**config.mk**
```make
export PLATFORM = sky130hd
export DESIGN_NAME = evm_ballot_ctrl
export DESIGN_NICKNAME = d
export VERILOG_FILES = /design/src/rtl/evm_pkg.sv /design/src/rtl/evm_tally_counter.sv /design/src/rtl/evm_ballot_ctrl.sv
export SDC_FILE = /design/constraint.sdc
export NUM_CORES = 1
export LEC_CHECK = 0
export ABC_CLOCK_PERIOD_IN_PS = 3900
export BUFFER_PORTS_ARGS = -buffer_cell sky130_fd_sc_hd__buf_2
export CAP_MARGIN = 0
export CORE_MARGIN = 2
export CORE_UTILIZATION = 40
export DETAILED_ROUTE_END_ITERATION = 8
export SYNTH_ARGS = -nofsm -noshare
export SYNTH_HDL_FRONTEND = slang
export SYNTH_SLANG_ARGS = --single-unit
```
**constraint.sdc**
```tcl
create_clock -name clk -period 3.9 [get_ports clk]
set_input_delay 0.39 -clock clk [delete_from_list [all_inputs] [get_ports clk]]
set_output_delay 0.39 -clock clk [all_outputs]
set_load 0.02 [all_outputs]
```
**src/rtl/evm_pkg.sv**
```systemverilog
// Shared definitions for the EVM ballot controller: sequencer states,
// default sizing and the one-hot qualification helper.
package evm_pkg;

    localparam int unsigned EVM_N_CAND      = 4;
    localparam int unsigned EVM_CNT_W       = 4;
    localparam int unsigned EVM_HOLD_CYCLES = 3;
    localparam int unsigned EVM_ACK_CYCLES  = 4;

    typedef enum logic [2:0] {
        IDLE,
        READY,
        CAST,
        ACK,
        RELEASE
    } evm_state_t;

    // True when exactly one bit is set; callers zero-extend narrower vectors.
    function automatic logic is_onehot(input logic [31:0] v);
        return (v != '0) && ((v & (v - 32'd1)) == '0);
    endfunction

endpackage

```
**src/rtl/evm_tally_counter.sv**
```systemverilog
// Per-candidate tally: synchronous clear, single-step enable, saturates at
// all-ones instead of wrapping.
module evm_tally_counter #(
    parameter int unsigned CNT_W = 4
) (
    input  logic             clk,
    input  logic             reset,
    input  logic             en,
    output logic [CNT_W-1:0] count,
    output logic             full
);

    assign full = (count == '1);

    always_ff @(posedge clk) begin
        if (reset) begin
            count <= '0;
        end else if (en && !full) begin
            count <= count + 1'b1;
        end
    end

endmodule

```
**src/rtl/evm_ballot_ctrl.sv**
```systemverilog
// Ballot sequencer: one ballot per officer authorisation, debounced one-hot
// candidate selection, a single tally enable per ballot, and result read-back.
module evm_ballot_ctrl
    import evm_pkg::*;
#(
    parameter int unsigned N_CAND      = EVM_N_CAND,
    parameter int unsigned CNT_W       = EVM_CNT_W,
    parameter int unsigned HOLD_CYCLES = EVM_HOLD_CYCLES,
    parameter int unsigned ACK_CYCLES  = EVM_ACK_CYCLES,
    parameter int unsigned SEL_W       = $clog2(N_CAND),
    parameter int unsigned TOT_W       = CNT_W + $clog2(N_CAND)
) (
    input  logic              clk,
    input  logic              reset,
    input  logic              ballot_en,
    input  logic [N_CAND-1:0] vote_btn,
    input  logic              result_mode,
    input  logic [SEL_W-1:0]  result_sel,
    output logic              ready,
    output logic              vote_ack,
    output logic              invalid,
    output logic [N_CAND-1:0] cand_full,
    output logic [CNT_W-1:0]  result_count,
    output logic [TOT_W-1:0]  total_votes
);

    localparam int unsigned HOLD_W = $clog2(HOLD_CYCLES + 1);
    localparam int unsigned ACK_W  = $clog2(ACK_CYCLES + 1);

    evm_state_t        state, state_next;
    logic [HOLD_W-1:0] hold_cnt, hold_next;
    logic [ACK_W-1:0]  ack_cnt, ack_next;
    logic [SEL_W-1:0]  cand_idx, cand_idx_next;
    logic [N_CAND-1:0] prev_btn;
    logic [N_CAND-1:0] tally_en;
    logic [CNT_W-1:0]  tally [N_CAND];
    logic [TOT_W-1:0]  tally_sum;

    logic              btn_zero;
    logic              btn_onehot;
    logic              btn_hits_full;
    logic              btn_valid;
    logic [SEL_W-1:0]  btn_idx;

    for (genvar g = 0; g < N_CAND; g++) begin : g_tally
        evm_tally_counter #(
            .CNT_W (CNT_W)
        ) u_tally (
            .clk   (clk),
            .reset (reset),
            .en    (tally_en[g]),
            .count (tally[g]),
            .full  (cand_full[g])
        );
    end

    assign btn_zero      = (vote_btn == '0);
    assign btn_onehot    = is_onehot(32'(vote_btn));
    assign btn_hits_full = |(vote_btn & cand_full);
    assign btn_valid     = btn_onehot && !btn_hits_full;

    always_comb begin
        btn_idx = '0;
        for (int unsigned i = 0; i < N_CAND; i++) begin
            if (vote_btn[i]) begin
                btn_idx = SEL_W'(i);
            end
        end
    end

    always_ff @(posedge clk) begin
        if (reset) begin
            state    <= IDLE;
            hold_cnt <= '0;
            ack_cnt  <= '0;
            cand_idx <= '0;
            prev_btn <= '0;
        end else begin
            state    <= state_next;
            hold_cnt <= hold_next;
            ack_cnt  <= ack_next;
            cand_idx <= cand_idx_next;
            prev_btn <= vote_btn;
        end
    end

    always_comb begin
        state_next    = state;
        hold_next     = '0;
        ack_next      = '0;
        cand_idx_next = cand_idx;
        tally_en      = '0;
        unique case (state)
            IDLE: begin
                if (ballot_en && btn_zero) begin
                    state_next = READY;
                end
            end
            READY: begin
                // A non-zero hold count implies last cycle's pattern was already qualified.
                if (btn_valid) begin
                    if ((hold_cnt != '0) && (vote_btn == prev_btn)) begin
                        hold_next = hold_cnt + 1'b1;
                    end else begin
                        hold_next = HOLD_W'(1);
                    end
                    if (hold_next == HOLD_W'(HOLD_CYCLES)) begin
                        state_next    = CAST;
                        cand_idx_next = btn_idx;
                        hold_next     = '0;
                    end
                end
            end
            CAST: begin
                tally_en[cand_idx] = 1'b1;
                state_next         = ACK;
            end
            ACK: begin
                if (ack_cnt == ACK_W'(ACK_CYCLES - 1)) begin
                    state_next = RELEASE;
                end else begin
                    ack_next = ack_cnt + 1'b1;
                end
            end
            RELEASE: begin
                if (btn_zero) begin
                    state_next = IDLE;
                end
            end
            default: state_next = IDLE;
        endcase
    end

    assign ready    = (state == READY);
    assign vote_ack = (state == ACK);
    assign invalid  = (state == READY) &&
                      ((!btn_zero && !btn_onehot) || (btn_onehot && btn_hits_full));

    always_comb begin
        result_count = '0;
        if ((state == IDLE) && result_mode && (32'(result_sel) < N_CAND)) begin
            result_count = tally[result_sel];
        end
    end

    always_comb begin
        tally_sum = '0;
        for (int unsigned i = 0; i < N_CAND; i++) begin
            tally_sum = tally_sum + TOT_W'(tally[i]);
        end
    end

    always_ff @(posedge clk) begin
        if (reset) begin
            total_votes <= '0;
        end else begin
            total_votes <= tally_sum;
        end
    end

endmodule

```
Yosys cells after proc, flatten, opt, wreduce, memory -nomap -nowiden
Cells that the tools add are included.

Bitwise gates (word level): 6. $add $sub $neg: 10. Multiplexer cells: 19. Eq/ne operators: 16. Reductions and logical operators: 31. Order comparisons: 3.

Operators by type and width (count): $and 4x32->32 (1); $logic_not 32->1 (1); $add 4x1->4 const B (4); $eq 4x4->1 const B (4); $mux 4 (4); $mux 3 (5); $pmux 3 s5 (1); $logic_and 1x1->1 (13); $mux 2 (5); $eq 3x2->1 const B (3); $bmux 4 s2 (1); $reduce_or 4->1 (2); $logic_not 1->1 (7); $add 5x4->6 (1); $add 6x4->6 (1); $ne 2x1->1 const B (3); $add 4x4->5 (1); $reduce_and 5->1 (1); $sub 4x1->5 const B (1); $and 4x4->4 (1); $eq 4x4->1 (1); $logic_not 4->1 (1); $ne 2x2->1 const B (2); $reduce_bool 4->1 (1); 17 further kinds (20).

Bits of input ports: 10. Word-level logic and storage cells: 95. Output and inout bits: 17. Register bits after elaboration: 36.

Longest topological paths before layout
Gate-level depths: netlist (run 1).

Word-level depth: 11. Mapped depth: 10. Mapped depth without buffers: 10.

By module
From an unflattened synthesis (run 1), not the netlist that was laid out.

Cell total of the unflattened synthesis: 236. Area, all modules: 2279.7 µm².

By module, submodules not included: evm_ballot_ctrl (sequential area each 400.4 µm², cells each 156, instances 1, area each 1443.9 µm²); evm_tally_counter (sequential area each 80.1 µm², cells each 20, instances 4, area each 209.0 µm²).

Worst setup path after synthesis (run 1)
Ideal clock, no wire load.

Kind: register -> register. Start: register g_tally[0].u_tally.count[1]. End: register total_votes[5]. Data arrival time: 2.380 ns. Buffers on the path: 0. Stages on the path, launching flop included: 11. Library setup time: 0.071 ns. Required time: 3.829 ns. Clock period less this slack: 2.451 ns. Setup slack: 1.449 ns. Cells stage by stage: dfxtp_1 -> inv_1 -> fa_1 -> inv_1 -> fa_1 -> ha_1 -> inv_1 -> fa_1 -> nor2b_1 -> o21ai_0 -> a21oi_1.

Cells in the longest elaborated chain, start to end: 3.

Ends and longest elaborated chain: start: declaration (line evm_tally_counter.sv:9) `output logic [CNT_W-1:0] count,`; start signal: assignment (line evm_tally_counter.sv:19) `count <= count + 1'b1;`; $add 4x4->5 (line evm_ballot_ctrl.sv:149) `tally_sum = tally_sum + TOT_W'(tally[i]);`; $add 5x4->6 (line evm_ballot_ctrl.sv:149); $add 6x4->6 (line evm_ballot_ctrl.sv:149); end signal: assignment (line evm_ballot_ctrl.sv:157) `total_votes <= tally_sum;`; end: declaration (line evm_ballot_ctrl.sv:24) `output logic [TOT_W-1:0] total_votes`.

Every way passes these cells. A chain may end at the register's enable or synchronous reset.

Worst setup path after layout (run 1)
Same ends and word-level chain as after synthesis.

==> metrics.md, run 1 <==
| Metric | Value |
|---|---|
| DP Area | 2310 sq um |
| Final core utilization | between 40% and 50% |
| Vias per Instance | 5.19 |
| Worst-path cell chain | inv_1, fa_1, inv_1, fa_1, ha_1, inv_1, fa_1, nor2b_1, o21ai_0, a21oi_1 |
| Ant diodes | 0 |
| Design area | 2410 sq um |
| Syn-to-layout area delta | 11.2% |
| Worst-margin pin slew | 0.639 ns |
| Cts bufs inserted | 5 |
| GRT Total Usage | 15.1% |
| Top_reg_cell synth | dfxtp_1 |
| CP required | ~4.1 ns |
| Delay-heaviest family, CP | adder cells |
| Slowest CP cell | fa_1 |
| P_leak | 1.04 nW |
| DRT iter0 DRCs | between 80 and 90 |
| Hold WC Path Type | input port to flop |
| Hold Violations, Final | 0 |
| Die ar. | about 6000 sq um |
| Routed Antenna Nets | 0 |
| First-pass GRT wire length | 7180 microns |
| Total number of yosys warnings | 0 |
| Seq/Total Area, Yosys | 33.3% |
| Via count | roughly 1.7k |
| RePlAce Congestion | 0.765 |
| Core Box Area | 5170 sq um |
| CTS tree | done |
| # nets final | 282 |
| Final Skew | 0.00390 ns |
| CTS H-tree depth | 2 |
| Hold Path Stages | 2 |
| CP max FO | 5 |
| DIE WIDTH | 77.5 microns |
| Outcome | complete, no violations |
| Clock transition at path regs | 0.07 ns |
| Post-synth ARST share | 0% |
| Bufs on Longest Clock Path | 2 |
| Max Clk Rate | 0.384 GHz |
| Residual DRC | 0 |
| Cells after synthesis | 232 |
| Syn_area_per_cell | 9.32 sq um |
| Largest net degree at the start of global routing | 35 |
| Max-Cap Viols | 0 |
| Worst path bufs/invs | 3 |
| Post-synth EDFFs | 0 |
| Setup tns final | 0 ns |
| Drt total wl | around 4300 microns |
| Initial core utilization | 41.8% |
| Tmin final | around 2.6 ns |
| Vias in the first global route | 1520 |
| Post-Syn Area | 2160 sq um |
| Initial antenna violation count | 0 |
| CP Launch Type | flop |
| Wire length per cell | 13.2 microns |
| Worst path depth | 10 |
| Post-synth net total | around 260 |
| Yosys cell types | 46 |
| 1st-pass router iterations | 4 |
| Crit end category | flop |
| Hpwl dp | 3220 microns |
| Clk_lat worst skew | between 0.2 and 0.3 ns |
| Post-route clock period utilization | 66.8% |
| Reg2Reg Depth | 10 |
| Worst vdd ir | 135 uV |
| GRT overflow | 0 |
| Total power draw | 0.000695 W |
| Clock root buffer | clkbuf_8 |
| Post-CTS Setup Repair Bufs | 0 |
| Worst slew margin relative to its limit | between 50 and 60% |
| #FFs+latches synth | 36 |
| Clock Sink Count | 36 |
| Most common cell after layout, fill and taps aside | dfxtp_1 |
| Most frequent cells in the layout | 36 x dfxtp_1, 26 x buf_2, 25 x nor2_1 |
| RSZ-0062 raised after global routing | false |
| Buffers added on ports | 26 |
| Hold buffer count at CTS | 0 |
| # setup viols final | 0 |
| Die Y | 77.5 microns |
| Delay of the slowest critical-path stage | approximately 0.53 ns |
| Layout cells sized above 1 | 16.7% |
| Core Rows | 26 |
| Crit Path Category | flop to flop |
| Post-CTS Resized | 0 |
| Final-report max-slew violation count | 0 |
| CP Data Arrival Time | 2.82 ns |
| Ports | 27 |
| PD cells | 289 nW/um^2 |
| Worst hold slack | 0.422 ns |
[metal layers]
metal  global-route usage [%]  wire (microns)  vias up  share of wire (%)
met4                     4.82              57        0                1.3
met5                        0               0        -                  0
met1                     21.0            2040      788                 48
met3                     3.49             237        6                5.6
met2                     23.2            1910       35                 45
li1                         -               -      842                  -
[Yosys cell counts, drive strengths merged, types with 3 or more instances]
master  instances  area, sq um
dfxtp          36          721
nor2           25         93.8
inv            23         86.3
nor2b          13         81.3
ha             12          150
and3            8         50.1
fa              8          160
nand3           8         40.0
a21oi           7         35.0
buf             7         48.8
nor3            7         35.0
xnor2           7         61.3
clkbuf          6         22.5
mux2i           5         50.1
nand4           5         31.3
xor2            5         43.8
mux4            4         90.1
nor4            4         40.0
nand2           3         11.3
nand3b          3         22.5
nor4b           3         26.3
o21ai           3         15.0
or3             3         18.8
[metrics by stage]
step	setup WS, ns	cells
CTS	1.28	322
global route	1.09	322
detailed placement	1.31	315
floorplan	1.45	232
finish	1.30	322
global placement	1.35	315
[path summary, 6_finish.rpt]
check,to,slack (ns),from
setup / recovery,total_votes[5],1.30,g_tally[0].u_tally.count[1]
hold / removal,prev_btn[0],0.42,vote_btn[0]
setup reg to reg,total_votes[5],1.30,g_tally[0].u_tally.count[1]
hold reg to reg,ack_cnt[0],0.42,ack_cnt[0]
[cell type report]
cell class	instances	area [sq um]
Multi-Input combinational cell	160	1280
Clock buffer	7	96.3
Tap cell	70	87.6
Inverter	23	86.3
Timing Repair Buffer	26	130
Sequential cell	36	721
Fill cell	505	2770
[cell families after synthesis]
group                      after synthesis  share of synthesized area, %
DFF                                     36                          33.3
xor gates and xnor gates                12                          4.86
AOI/OAI and AO/OA                       22                          6.59
adders and majority gates               20                          14.3
buffers and inverters                   36                          7.29
muxes                                   10                          7.00
and+or+nand+nor                         96                          26.6
[report_power, final]
part	internal [W]	total, W	switching (W)
registers	0.000370	0.000371	0.00000139
clock network	0.000157	0.000287	0.000129
logic	0.0000140	0.0000369	0.0000229
total	0.000541	0.000695	0.000154
[flip-flops by register name, indices dropped and copies added (netlist names)]
| name | count |
|---|---|
| ack_cnt | 3 |
| g_tally.u_tally.count | 16 |
| hold_cnt | 2 |
| cand_idx | 2 |
| prev_btn | 4 |
| total_votes | 6 |
| state | 3 |
(Power assumes the default switching activity.)
==> run 2: changes to the inputs <==
--- a/config.mk
+++ b/config.mk
@@ -5,7 +5,7 @@
 export SDC_FILE = /design/constraint.sdc
 export NUM_CORES = 1
 export LEC_CHECK = 0
-export ABC_CLOCK_PERIOD_IN_PS = 3900
+export ABC_CLOCK_PERIOD_IN_PS = 2600
 export BUFFER_PORTS_ARGS = -buffer_cell sky130_fd_sc_hd__buf_2
 export CAP_MARGIN = 0
 export CORE_MARGIN = 2
==> constraint.sdc (replaced) <==
create_clock -name clk -period 2.6 [get_ports clk]
set_input_delay 0.26 -clock clk [delete_from_list [all_inputs] [get_ports clk]]
set_output_delay 0.26 -clock clk [all_outputs]
set_load 0.02 [all_outputs]
==> run 2 against run 1 <==
Final cell count is 3.4% higher. Global-route usage up 1.7 points. First-iteration DRC count shrank 15%. Sequential power rose by 50%. Setup slack lost 1.1 ns. Clock power increased by 31%. Cell area increased by 3.0%. Combinational power grew 55%. Routed wire length is 6.4% higher. Critical path type unchanged. Highest routed layer unchanged.
==> metrics.md, run 2 (synthesis results as in run 1) <==
| Metric | Value |
|---|---|
| CTS tree | done |
| M1 WL | 2250 microns (+10%) |
| 1st-pass router iterations | 4 (unchanged) |
| Final-report max-slew violation count | 0 (unchanged) |
| Bufs on Longest Clock Path | 2 (unchanged) |
| Most common cell after layout, fill and taps aside | dfxtp_1 |
| Reg2Reg Depth | 10 (unchanged) |
| Clock Sink Count | 36 (unchanged) |
| Routed Antenna Nets | 0 (unchanged) |
| Buffers added on ports | 26 (unchanged) |
| Reg-to-reg endpoint | total_votes[5] |
| Vias per Instance | 5.15 (-0.70%) |
| Drt total wl | 4520 microns (+6.4%) |
| Largest net degree at the start of global routing | 19 (-46%) |
| Hold Path Stages | 2 (unchanged) |
| Fillers | 500 (-0.99%) |
| # nets final | 293 (+3.9%) |
| Hpwl dp | 3470 microns (+7.9%) |
| Largest registers | g_tally.u_tally.count (16), total_votes (6), prev_btn (4) |
| Die Y | 77.5 microns (unchanged) |
| Crit Path Category | flop to flop |
| Clk_lat worst skew | 0.29 ns (about the same) |
| Worst slew margin relative to its limit | 57.0% (+0.18 points) |
| # setup viols final | 0 (unchanged) |
| Syn-to-layout area delta | 14.5% |
| GRT Total Usage | 16.7% (+1.7 points) |
| Residual DRC | 0 (unchanged) |
| GRT overflow | 0 (unchanged) |
| DIE WIDTH | 77.5 microns (unchanged) |
| First-pass GRT wire length | 7910 microns (+10%) |
| Via count | 1716 (+2.7%) |
| R2r startpoint | g_tally[0].u_tally.count[1] |
| Setup tns final | 0 ns (unchanged) |
| Ant diodes | 0 (unchanged) |
| Worst vdd ir | 209 uV (+54%) |
| Die ar. | 6010 sq um (unchanged) |
| Max Clk Rate | 0.411 GHz (+7.1%) |
| Clock root buffer | clkbuf_8 |
| DRT iter0 DRCs | 69 (-15%) |
| Most frequent cells in the layout | 34 x dfxtp_1, 26 x buf_2, 25 x nor2_1 |
| Design area | 2480 sq um (+3.0%) |
| Slowest CP cell | fa_1 |
| Layout cells sized above 1 | 21.3% (+4.6 points) |
| RSZ-0062 raised after global routing | false |
| CTS H-tree depth | 2 (unchanged) |
| Vias in the first global route | 1651 (+8.6%) |
| CP most frequent cell | inv_1 |
| Final core utilization | 47.9% (+1.4 points) |
| CP Launch Type | flop |
| Delay of the slowest critical-path stage | 0.52 ns (about the same) |
| Min-delay src | vote_btn[1] |
| Initial core utilization | 41.8% (unchanged) |
| Cts bufs inserted | 5 (unchanged) |
| Wire length per cell | 13.6 microns (+2.9%) |
| Met3 WL post-DR | 186 microns (-22%) |
| Max-Cap Viols | 0 (unchanged) |
| Initial antenna violation count | 0 (unchanged) |
| Worst hold path endpoint | prev_btn[1] |
| Worst-path cell chain | inv_1, fa_1, inv_1, fa_1, ha_2, inv_1, fa_2, nor2b_1, o21ai_1, a21oi_1 |
| Register area | 723 sq um (+0.35%) |
| Core Rows | 26 (unchanged) |
| Post-CTS Setup Repair Bufs | 0 (unchanged) |
| Hold WC Path Type | input port to flop |
| P_leak | 1.09 nW (+4.7%) |
| Final Skew | 0.00637 ns (+0.00247 ns) |
| RePlAce Congestion | 0.775 (+1.2%) |
| Hold buffer count at CTS | 0 (unchanged) |
| Hold Violations, Final | 0 (unchanged) |
| Met2 routed wirelength | 2020 microns (+5.3%) |
| DP Area | 2390 sq um (+3.6%) |
| Top reg by flops | g_tally.u_tally.count |
| Worst R2R Setup Slack | 0.17 ns (-1.13 ns) |
| Outcome | complete, no violations |
| PD cells | 400 nW/um^2 (+39%) |
| Max layer used | met4 |
| Ports | 27 (unchanged) |
| Tmin final | 2.43 ns (-0.172 ns) |
| Largest register FFs | 16 (unchanged) |
| Worst-margin pin slew | 0.636 ns (-0.00269 ns) |
| Post-route clock period utilization | 93.5% (+27 points) |
| Crit end category | flop |
| CP max FO | 2 (-3) |
| CP Data Arrival Time | 2.66 ns (-0.16 ns) |
| Core Box Area | 5170 sq um (unchanged) |
| Clock transition at path regs | 0.07 ns (about the same) |
| Multi-input logic area | 1290 sq um (+0.39%) |
| CP required | 2.82 ns (-1.30 ns) |
==> run 2: changes by cell type in the layout (fill, tap and decap cells not counted), sizes merged <==
| cell | before | now |
|---|---|---|
| buf | 26 | 37 |
| clkbuf | 7 | 6 |
| clkinv | 0 | 1 |
==> run 2: where the power goes <==
part	internal, W	switching [W]
registers	0.000555	0.00000222
clock network	0.000182	0.000195
logic	0.0000219	0.0000354
==> run 2: final cells by class <==
| type | instances | share of cell area (%) |
|---|---|---|
| multi-input combinational | 160 | 52.1 |
| sequential | 36 | 29.2 |
| timing repair buffer | 37 | 8.59 |
| tap | 70 | 3.54 |
| inverter | 23 | 3.48 |
| clock buffer | 6 | 2.93 |
| clock inverter | 1 | 0.202 |
==> run 2: metal layers <==
layer,track usage [%],vias to the layer above
met1,23.8,817
met2,25.0,29
li1,-,864
met3,3.60,6
met5,0,-
met4,5.89,0
==> run 2: worst max-delay path by stage <==
| stage | start | end | slack (ns) | cells after the start |
|---|---|---|---|---|
| 2_1_floorplan | g_tally[0].u_tally.count[1] | total_votes[5] | 0.15 | 10 |
| 3_3_place_gp | g_tally[0].u_tally.count[1] | total_votes[5] | 0.14 | 10 |
| 3_5_place_dp | g_tally[0].u_tally.count[1] | total_votes[5] | 0.13 | 10 |
| 4_1_cts | g_tally[0].u_tally.count[1] | total_votes[5] | 0.08 | 10 |
| 5_1_grt | g_tally[0].u_tally.count[1] | total_votes[5] | 0.04 | 10 |
| 6_report | g_tally[0].u_tally.count[1] | total_votes[5] | 0.17 | 10 |
==> run 2: repair_timing <==
| item | 4_1_cts | 5_1_grt |
|---|---|---|
| endpoints found under the setup margin | 0 | 1 |
| resized for setup | 0 | 5 |
| endpoints found under the hold margin | 0 | 0 |
==> run 2: through the flow <==
| stage | total power (W) | cells | hold WS [ns] | setup slack (ns) |
|---|---|---|---|---|
| floorplan | 0.000609 | 232 | 0.398 | 0.149 |
| global placement | 0.000626 | 326 | 0.414 | 0.144 |
| detailed placement | 0.000627 | 326 | 0.421 | 0.128 |
| CTS | 0.00101 | 333 | 0.294 | 0.0772 |
| global route | 0.00104 | 333 | 0.297 | 0.0421 |
| finish | 0.000991 | 333 | 0.299 | 0.168 |
==> run 2: worst max-delay path: cells and delay by family, from the launching register on <==
family	cells	cell delay [ns]
fa+ha+maj	4	1.54
buf+inv	3	0.15
compound gates	2	0.19
simple gates	1	0.16
flops	1	0.33
